--- src/rtl/snes_pad_responder.sv ---
// SNES controller target: latches a 12-button snapshot and shifts it out active-low on controller clock.
// Optional glitch filter on synced latch/clock enabled by defining SNES_PAD_RESPONDER_FILTER_EN.
module snes_pad_responder #(
  parameter int unsigned SYNC_STAGES  = 2,
  parameter int unsigned IDLE_TIMEOUT = 65535
) (
  input  logic        clock,
  input  logic        reset,
  input  logic [11:0] buttons,
  input  logic        ctrl_latch,
  input  logic        ctrl_clock,
  output logic        ctrl_data,
  output logic        busy,
  output logic [4:0]  bit_index,
  output logic        frame_done
);

  localparam int unsigned CNT_W   = (IDLE_TIMEOUT > 1) ? $clog2(IDLE_TIMEOUT) : 1;
  localparam int unsigned TO_LAST = (IDLE_TIMEOUT == 0) ? 0 : IDLE_TIMEOUT - 1;

  typedef enum logic [1:0] {
    S_IDLE,
    S_LOAD,
    S_SHIFT,
    S_DONE
  } state_t;

  logic [SYNC_STAGES-1:0] latch_sync;
  logic [SYNC_STAGES-1:0] clock_sync;
  logic                   latch_s;
  logic                   clock_s;
  logic                   clock_prev;
  logic                   clock_rise;

  always_ff @(posedge clock or posedge reset) begin
    if (reset) begin
      latch_sync <= '0;
      clock_sync <= '1;
    end else begin
      latch_sync <= {latch_sync[SYNC_STAGES-2:0], ctrl_latch};
      clock_sync <= {clock_sync[SYNC_STAGES-2:0], ctrl_clock};
    end
  end

`ifdef SNES_PAD_RESPONDER_FILTER_EN
  // Bit 0 = latch, bit 1 = clock. Filtered level follows the input only when
  // the current and two previous synced samples agree; otherwise it holds.
  logic [1:0] raw_s;
  logic [1:0] hist1;
  logic [1:0] hist2;
  logic [1:0] filt_q;
  logic [1:0] filt;

  assign raw_s = {clock_sync[SYNC_STAGES-1], latch_sync[SYNC_STAGES-1]};

  always_comb begin
    filt = (raw_s & hist1 & hist2) | (filt_q & (raw_s | hist1 | hist2));
  end

  always_ff @(posedge clock or posedge reset) begin
    if (reset) begin
      hist1  <= 2'b10;
      hist2  <= 2'b10;
      filt_q <= 2'b10;
    end else begin
      hist1  <= raw_s;
      hist2  <= hist1;
      filt_q <= filt;
    end
  end

  assign latch_s = filt[0];
  assign clock_s = filt[1];
`else
  assign latch_s = latch_sync[SYNC_STAGES-1];
  assign clock_s = clock_sync[SYNC_STAGES-1];
`endif

  always_ff @(posedge clock or posedge reset) begin
    if (reset) begin
      clock_prev <= 1'b1;
    end else begin
      clock_prev <= clock_s;
    end
  end

  assign clock_rise = clock_s & ~clock_prev;

  state_t            state_q, state_n;
  logic [15:0]       shift_q, shift_n;
  logic [4:0]        index_q, index_n;
  logic              done_q, done_n;
  logic              data_q;
  logic [CNT_W-1:0]  cnt_q, cnt_n;
  logic [15:0]       load_word;

  assign load_word = {4'hF, ~buttons};

  always_comb begin
    state_n = state_q;
    shift_n = shift_q;
    index_n = index_q;
    done_n  = 1'b0;
    cnt_n   = '0;
    unique case (state_q)
      S_IDLE: begin
        if (latch_s) begin
          state_n = S_LOAD;
          shift_n = load_word;
          index_n = '0;
        end
      end
      S_LOAD: begin
        index_n = '0;
        if (latch_s) begin
          shift_n = load_word;
        end else begin
          state_n = S_SHIFT;
        end
      end
      S_SHIFT: begin
        // Latch takes priority over a simultaneous clock edge.
        if (latch_s) begin
          state_n = S_LOAD;
          shift_n = load_word;
          index_n = '0;
        end else if (clock_rise) begin
          shift_n = {1'b0, shift_q[15:1]};
          index_n = index_q + 5'd1;
          if (index_q == 5'd15) begin
            done_n  = 1'b1;
            state_n = S_DONE;
          end
        end else if ((IDLE_TIMEOUT != 0) && (cnt_q == CNT_W'(TO_LAST))) begin
          state_n = S_IDLE;
          shift_n = '1;
          index_n = '0;
        end else begin
          cnt_n = cnt_q + CNT_W'(1);
        end
      end
      S_DONE: begin
        if (latch_s) begin
          state_n = S_LOAD;
          shift_n = load_word;
          index_n = '0;
        end
      end
      default: begin
        state_n = S_IDLE;
        shift_n = '1;
        index_n = '0;
      end
    endcase
  end

  always_ff @(posedge clock or posedge reset) begin
    if (reset) begin
      state_q <= S_IDLE;
      shift_q <= '1;
      index_q <= '0;
      done_q  <= 1'b0;
      data_q  <= 1'b1;
      cnt_q   <= '0;
    end else begin
      state_q <= state_n;
      shift_q <= shift_n;
      index_q <= index_n;
      done_q  <= done_n;
      data_q  <= shift_q[0];
      cnt_q   <= cnt_n;
    end
  end

  assign ctrl_data  = data_q;
  assign busy       = (state_q == S_LOAD) || (state_q == S_SHIFT);
  assign bit_index  = index_q;
  assign frame_done = done_q;

endmodule

--- config.mk ---
export PLATFORM = sky130hd
export DESIGN_NAME = snes_pad_responder
export DESIGN_NICKNAME = d
export VERILOG_FILES = /design/src/rtl/snes_pad_responder.sv
export SDC_FILE = /design/constraint.sdc
export NUM_CORES = 1
export LEC_CHECK = 0
export ABC_AREA = 1
export BUFFER_PORTS_ARGS = -buffer_cell sky130_fd_sc_hd__buf_2
export CORE_UTILIZATION = 50
export CTS_BUF_LIST = sky130_fd_sc_hd__clkbuf_4 sky130_fd_sc_hd__clkbuf_8 sky130_fd_sc_hd__clkbuf_16
export CTS_CLUSTER_DIAMETER = 40
export DETAILED_ROUTE_END_ITERATION = 8
export GPL_TIMING_DRIVEN = 0
export PLACE_DENSITY_LB_ADDON = 0.08
export SLEW_MARGIN = 20
export SYNTH_ARGS = -nofsm -noshare
export SYNTH_HDL_FRONTEND = slang
export SYNTH_SLANG_ARGS = --single-unit
--- constraint.sdc ---
create_clock -name clock -period 2.3 [get_ports clock]
set_clock_uncertainty 0.05 [all_clocks]
set_input_delay 0.115 -clock clock [delete_from_list [all_inputs] [get_ports clock]]
set_output_delay 0.115 -clock clock [all_outputs]
set_load 0.02 [all_outputs]
==> run metrics, run 1 <==
status=complete, but fails checks; failing checks=design-rule violations; fmax=0.560 GHz; IO buf count=23; hold path depth=4; static leakage=around 1.2 nW; layout net count=334; max cap viols=0; Tmin final=1.79 ns; Synth warnings=0; crit start category=flip-flop; Async SR Flop Fraction=100%; initial antenna violation count=0; # setup viols final=0; RR Startpoint=bit_index[0]; setup tns final=0 ns; internal power=1.53 mW; Post-Syn Area=0.00234 mm2; register bit total from synthesis=46; Area Overhead vs Synth=13.9%; FF-to-FF path depth=9; flop-to-flop setup slack=0.51 ns; DIE AREA=a little under 0.005 mm2; gr usage total=slightly below 20%; Hold WC Path Type=input pin to flip-flop; die width=70.5 um; syn avg cell area=8.50 um2; worst skew pair latency=0.29 ns; Antenna Cells=0; CTS Sinks=46; Synth area leader=dfrtp_1; I/O pins=24; clock buffer depth=2; NetSw=0.761 mW; Post-Synthesis Cells=around 280; Total Power=2.29 mW; largest net degree at the start of global routing=31; initial core utilization=between 50 and 60%; number of synthesized flops with an enable pin=0; Routed Antenna Nets=0; Synth top area share=27.7%; Post-DP Area=0.00254 mm2; Peak VDD IR=0.383 mV; DRC Markers=8; leading cell type by number of instances after synthesis=nand2_1; Placement Rows=24; post-route cell area=~0.0027 mm2; CTS Buf Count=5; DR WL/cell=11.6 um; Root Buffer=clkbuf_8; Arrival @ worst endpoint=1.92 ns; RSZ-0062 raised after global routing=false; count of pins over their slew limit=0; gp weighted congestion=around 0.81; ys flop type=dfrtp_1; Crit. End Element=flip-flop; CP max FO=5; Synth top cells by count=nand2_1 (58), nor2_1 (38), inv_1 (34); CTS tree=done; via count=1,800; worst-margin pin slew=0.389 ns; Switching Fraction=roughly 33%; hold_sp=buttons[0]; pwr dens=857 mW/mm2; worst path required time=2.43 ns; Register Area=approximately 0.0012 mm2; Initial DRT Pass Iterations=6; Multi-input gate area=1000 um2; layout cell share with drive strength beyond 1=25.4%; GRT overflow=0; Seq pwr share=48.5%; Yosys cell types=25; kind of critical path=flip-flop to flip-flop; final period utilization=between 70% and 80%; number of global-route vias before repair=1,809; top post-synthesis cells by area=dfrtp_1 (28%), dfstp_2 (22%), nand2_1 (9.3%); postcts setup bufs=0; Mapped Nets=300; post-route setup slack=0.513 ns; pre-CTS WS=just over 0.5 ns; core area=0.00444 mm2; DR iter-0 viols=72; relative slew slack=74.1%; Clock transition at path regs=0.09 ns; die height=about 70 um; final WL=4210 um; Clock Power Share=roughly 22%; Max H-tree Level=2; number of fill cells=409; Seq/Total Area, Yosys=50.2%; combinational share of power=29.1%; WHS Endpoint=shift_q[0]; Final Hold Vio Count=0; hold_buf cts=3; DP HPWL=3040 um; post-CTS sizing=0; reg-to-reg endpoint=state_q[0]; first-pass GRT wire length=7650 um; DR vias/cell=a little under 5
## power by group through the flow
| stage | clock network, mW | logic (mW) | registers (mW) |
|---|---|---|---|
| after global routing | 0.563 | 0.763 | 1.13 |
| after floorplan | 0 | 0.507 | 1.12 |
| after detailed placement | 0 | 0.671 | 1.12 |
| after global placement | 0 | 0.655 | 1.12 |
| final | 0.511 | 0.666 | 1.11 |
| after CTS | 0.536 | 0.678 | 1.11 |
## metal layers
metal,vias up,GRT usage (%),share of wire (%)
met5,-,0,0
met1,823,25.0,49
li1,945,-,-
met2,28,32.9,47
met3,4,3.61,3.0
met4,0,6.80,1.3
## cell type report
type                       instances  area share (%)
sequential                        46            44.0
multi-input combinational        190            37.4
timing repair buffer              27            6.19
buffer                             6            1.55
clock buffer                       7            3.37
tap                               52            2.44
inverter                          34            4.78
clock inverter                     1           0.187
## worst max path at each step
stage,startpoint,to,slack [ns],cells past startpoint
CTS,bit_index[0],state_q[0],0.50,9
global placement,reset,bit_index[4],0.47,2
global route,state_q[0],shift_q[5],0.31,8
detailed placement,state_q[0],shift_q[2],0.52,8
floorplan,bit_index[0],state_q[0],0.62,9
finish,bit_index[0],state_q[0],0.51,9
## worst max-delay path, cell delays in order (launching register included)
cell      delay (ns)
dfrtp_1         0.42
ha_1            0.19
nand2_1         0.07
nor2_1          0.11
ha_1            0.18
nor2_1          0.05
a21boi_0        0.32
nand3_1         0.15
nand2_1         0.08
nand2_1         0.05
## placed cells by master (no fill, tap or decap), drive strengths merged, types with 8 or more instances in the layout
| cell | instances |
|---|---|
| nand2 | 61 |
| ha | 8 |
| dfrtp | 26 |
| o21ai | 46 |
| nor2 | 41 |
| dfstp | 20 |
| a21oi | 8 |
| clkbuf | 10 |
| buf | 27 |
| inv | 34 |
| nand3 | 9 |
## sequential cells by signal (all words and copies together) (netlist names)
name / flops
shift_q: 16
clock_sync: 2
latch_sync: 2
frame_done: 1
cnt_q: 16
bit_index: 5
ctrl_data: 1
clock_prev: 1
state_q: 2
## metrics by stage
stage	hold slack (ns)	instances	util (%)
2_1_floorplan	0.0695	276	-
3_3_place_gp	0.170	351	56.8
3_5_place_dp	0.0608	352	57.3
4_1_cts	0.0529	363	60.1
5_1_grt	0.0901	363	60.1
6_report	0.0633	363	60.1
## cells by family (layout without fill, tap and decap cells)
| kind of cell | count (synthesis) | count (layout) | synth area share (%) |
|---|---|---|---|
| xor+xnor | 4 | 4 | 1.49 |
| buf+inv | 40 | 75 | 7.20 |
| compound gates | 57 | 57 | 15.0 |
| flops | 46 | 46 | 50.2 |
| fa+ha+maj | 8 | 8 | 4.27 |
| simple gates | 121 | 121 | 21.8 |
Power figures use the tool's default switching activity.
==> run 2, diff against run 1 <==
clock period = 1.47 ns   (was 2.3 ns; I/O delays follow)
==> run 2 against run 1 <==
The flow finishes with violations (design-rule violations, negative setup slack). Final cell count is 3.0% higher. Non-clock buffer count rose by 11. Sequential power rose by 58%. Register-to-register slack got worse by 0.58 ns. Worst hold slack got worse by 0.053 ns. Sequential share of layout area down 4.1 points. Via count increased by 4.6%. Die area did not move. Sequential cell count unchanged. Combinational power rose by 91%. Routed wire length rose by 9.4%. Clock power rose by 73%. Critical path type unchanged.
==> run metrics, run 2 (synthesis gave the netlist of run 1 again) <==
Clock Power Share=22.7% (was 22.3%); NetSw=1.29 mW (was 0.761 mW); gp weighted congestion=0.789 (was 0.806); die height=70.5 um (unchanged); crit path launch=cnt_q[0] (was bit_index[0]); Bufs and invs on worst path=2 (was 0); RSZ-0062 raised after global routing=true (was false); kind of critical path=flip-flop to flip-flop (unchanged); max cap viols=0 (unchanged); CP max FO=10 (was 5); leading cell type in the layout, fill and taps excluded=nand2_1 (unchanged); GRT overflow=0 (unchanged); Total Power=3.91 mW (was 2.29 mW); number of fill cells=381 (was 409); layout net count=345 (was 334); initial antenna violation count=0 (unchanged); Tmin final=1.53 ns (was 1.79 ns); DR WL/cell=12.3 um (was 11.6 um); CP Cell Sequence=inv_1, ha_1, nand2_1, nor2_2, nand2_2, o21ai_4, nand2_4, buf_6, nand2_1, o21ai_2 (was ha_1, nand2_1, nor2_1, ha_1, nor2_1, a21boi_0, nand3_1, nand2_1, nand2_1); slowest CP cell=dfrtp_1 (unchanged); Switching Fraction=32.9% (was 33.3%); via count=1,883 (was 1,800); gr usage total=20.0% (was 19.5%); worst skew pair latency=0.30 ns (was 0.29 ns); number of global-route vias before repair=1,793 (was 1,809); DRC Markers=12 (was 8); final period utilization=104% (was 77.7%); DR vias/cell=5.03 (was 4.96); static leakage=1.28 nW (was 1.20 nW); CTS Sinks=46 (unchanged); fmax=0.652 GHz (was 0.560 GHz); most used cell, CP=nand2_1 (unchanged); combinational share of power=32.5% (was 29.1%); I/O pins=24 (unchanged); failing checks=design-rule violations, negative setup slack (was design-rule violations); internal power=2.62 mW (was 1.53 mW); worst-margin pin slew=0.394 ns (was 0.389 ns); clock buffer depth=2 (unchanged); RR Startpoint=cnt_q[0] (was bit_index[0]); Final Hold Vio Count=0 (unchanged); Peak VDD IR=0.622 mV (was 0.383 mV); flop-to-flop setup slack=-0.06 ns (was 0.51 ns); worst path required time=1.65 ns (was 2.43 ns); status=complete, but fails checks (unchanged); CTS tree=done (unchanged); first-pass GRT wire length=7710 um (was 7650 um); Root Buffer=clkbuf_8 (unchanged); largest net degree at the start of global routing=30 (was 31); Seq pwr share=44.8% (was 48.5%); Max H-tree Level=2 (unchanged); Routed Antenna Nets=0 (unchanged); crit-path max cell delay=0.39 ns (was 0.42 ns); die width=70.5 um (unchanged); layout cell share with drive strength beyond 1=40.7% (was 25.4%); DIE AREA=0.00497 mm2 (unchanged); Clock transition at path regs=0.09 ns (about the same); CP delay by family, top=simple AND/OR/NAND/NOR gates (unchanged); relative slew slack=73.7% (was 74.1%); Area Overhead vs Synth=26.0% (was 13.9%); IO buf count=23 (unchanged); initial core utilization=52.8% (unchanged); CTS Buf Count=5 (unchanged); crit start category=flip-flop (unchanged); # setup viols final=25 (was 0); DR iter-0 viols=97 (was 72); Hold WC Path Type=input pin to flip-flop (unchanged); Post-DP Area=0.00256 mm2 (was 0.00254 mm2); post-route setup slack=-0.0626 ns (was 0.513 ns); final WL=4600 um (was 4210 um); Placement Rows=24 (unchanged); Crit. End Element=flip-flop (unchanged); commonest non-fill, non-tap cells in the layout=nand2_1 (51), nor2_1 (29), inv_1 (27) (was nand2_1 (58), nor2_1 (38), inv_1 (33), o21ai_0 (33), dfrtp_1 (26)); hold_sp=buttons[0] (unchanged); Arrival @ worst endpoint=1.71 ns (was 1.92 ns); core area=0.00444 mm2 (unchanged); DP HPWL=3050 um (was 3040 um); Antenna Cells=0 (unchanged); post-route cell area=0.00296 mm2 (was 0.00267 mm2); Initial DRT Pass Iterations=7 (was 6); count of pins over their slew limit=0 (unchanged); pwr dens=1320 mW/mm2 (was 857 mW/mm2)
## run 2: layer usage
layer | up-vias | wire length [um] | global-route usage (%)
li1 | 971 | - | -
met3 | 7 | 153 | 4.62
met4 | 0 | 90 | 8.39
met2 | 28 | 2240 | 33.5
met1 | 877 | 2120 | 24.8
met5 | - | 0 | 0
## run 2: what timing repair did
| action | CTS | global route |
|---|---|---|
| gates cloned | 0 | 1 |
| setup endpoints to repair | 40 | 40 |
| gates resized for setup | 23 | 36 |
| hold endpoints to repair | 16 | 0 |
| hold buffers | 3 | 0 |
| pin swaps | 4 | 6 |
| buffers inserted | 7 | 3 |
## run 2: through the flow
stage          instances  TNS (ns)  utilization [%]  hold slack [ns]  setup slack, ns
6_report             374    -0.924             66.5           0.0107          -0.0626
5_1_grt              374     -3.75             66.5           0.0131           -0.161
4_1_cts              370     -2.65             63.5          0.00140           -0.118
3_5_place_dp         352     -7.67             57.6           0.0358           -0.283
3_3_place_gp         351    -15.67             57.2            0.129           -0.459
2_1_floorplan        276    -0.120                -           0.0280          -0.0267
## run 2: final cells by class
cell class              instances  area [um2]  share of cell area [%]
plain buffers                   6        57.6                    1.95
multi-input cells             190        1140                    38.7
flip-flops and latches         46        1180                    40.0
well taps                      52        65.1                    2.20
inverters                      34         128                    4.32
clock buffers                   8         110                    3.73
repair buffers                 38         269                    9.10
## run 2: worst paths after layout
| path | cells after the start | end |
|---|---|---|
| setup / recovery | 10 | shift_q[2] |
| hold / removal | 4 | shift_q[0] |
| max in group asynchronous | 4 | shift_q[5] |
| setup reg to reg | 10 | shift_q[2] |
| hold reg to reg | 0 | clock_sync[1] |
| min in group asynchronous | 3 | frame_done |
## run 2: worst reg2reg max path, stage by stage (launching register included)
cell and delay (ns):
dfrtp_1 0.39, inv_1 0.06, ha_1 0.15, nand2_1 0.06, nor2_2 0.09, nand2_2 0.09, o21ai_4 0.20, nand2_4 0.11
buf_6 0.16, nand2_1 0.08, o21ai_2 0.05
## run 2: power by group through the flow
stage          Sequential, mW  Clock [mW]  Combinational (mW)
5_1_grt                  1.78       0.962                1.43
3_5_place_dp             1.76           0                1.04
6_report                 1.75       0.886                1.27
3_3_place_gp             1.76           0                1.03
2_1_floorplan            1.75           0               0.796
4_1_cts                  1.73       0.918                1.17
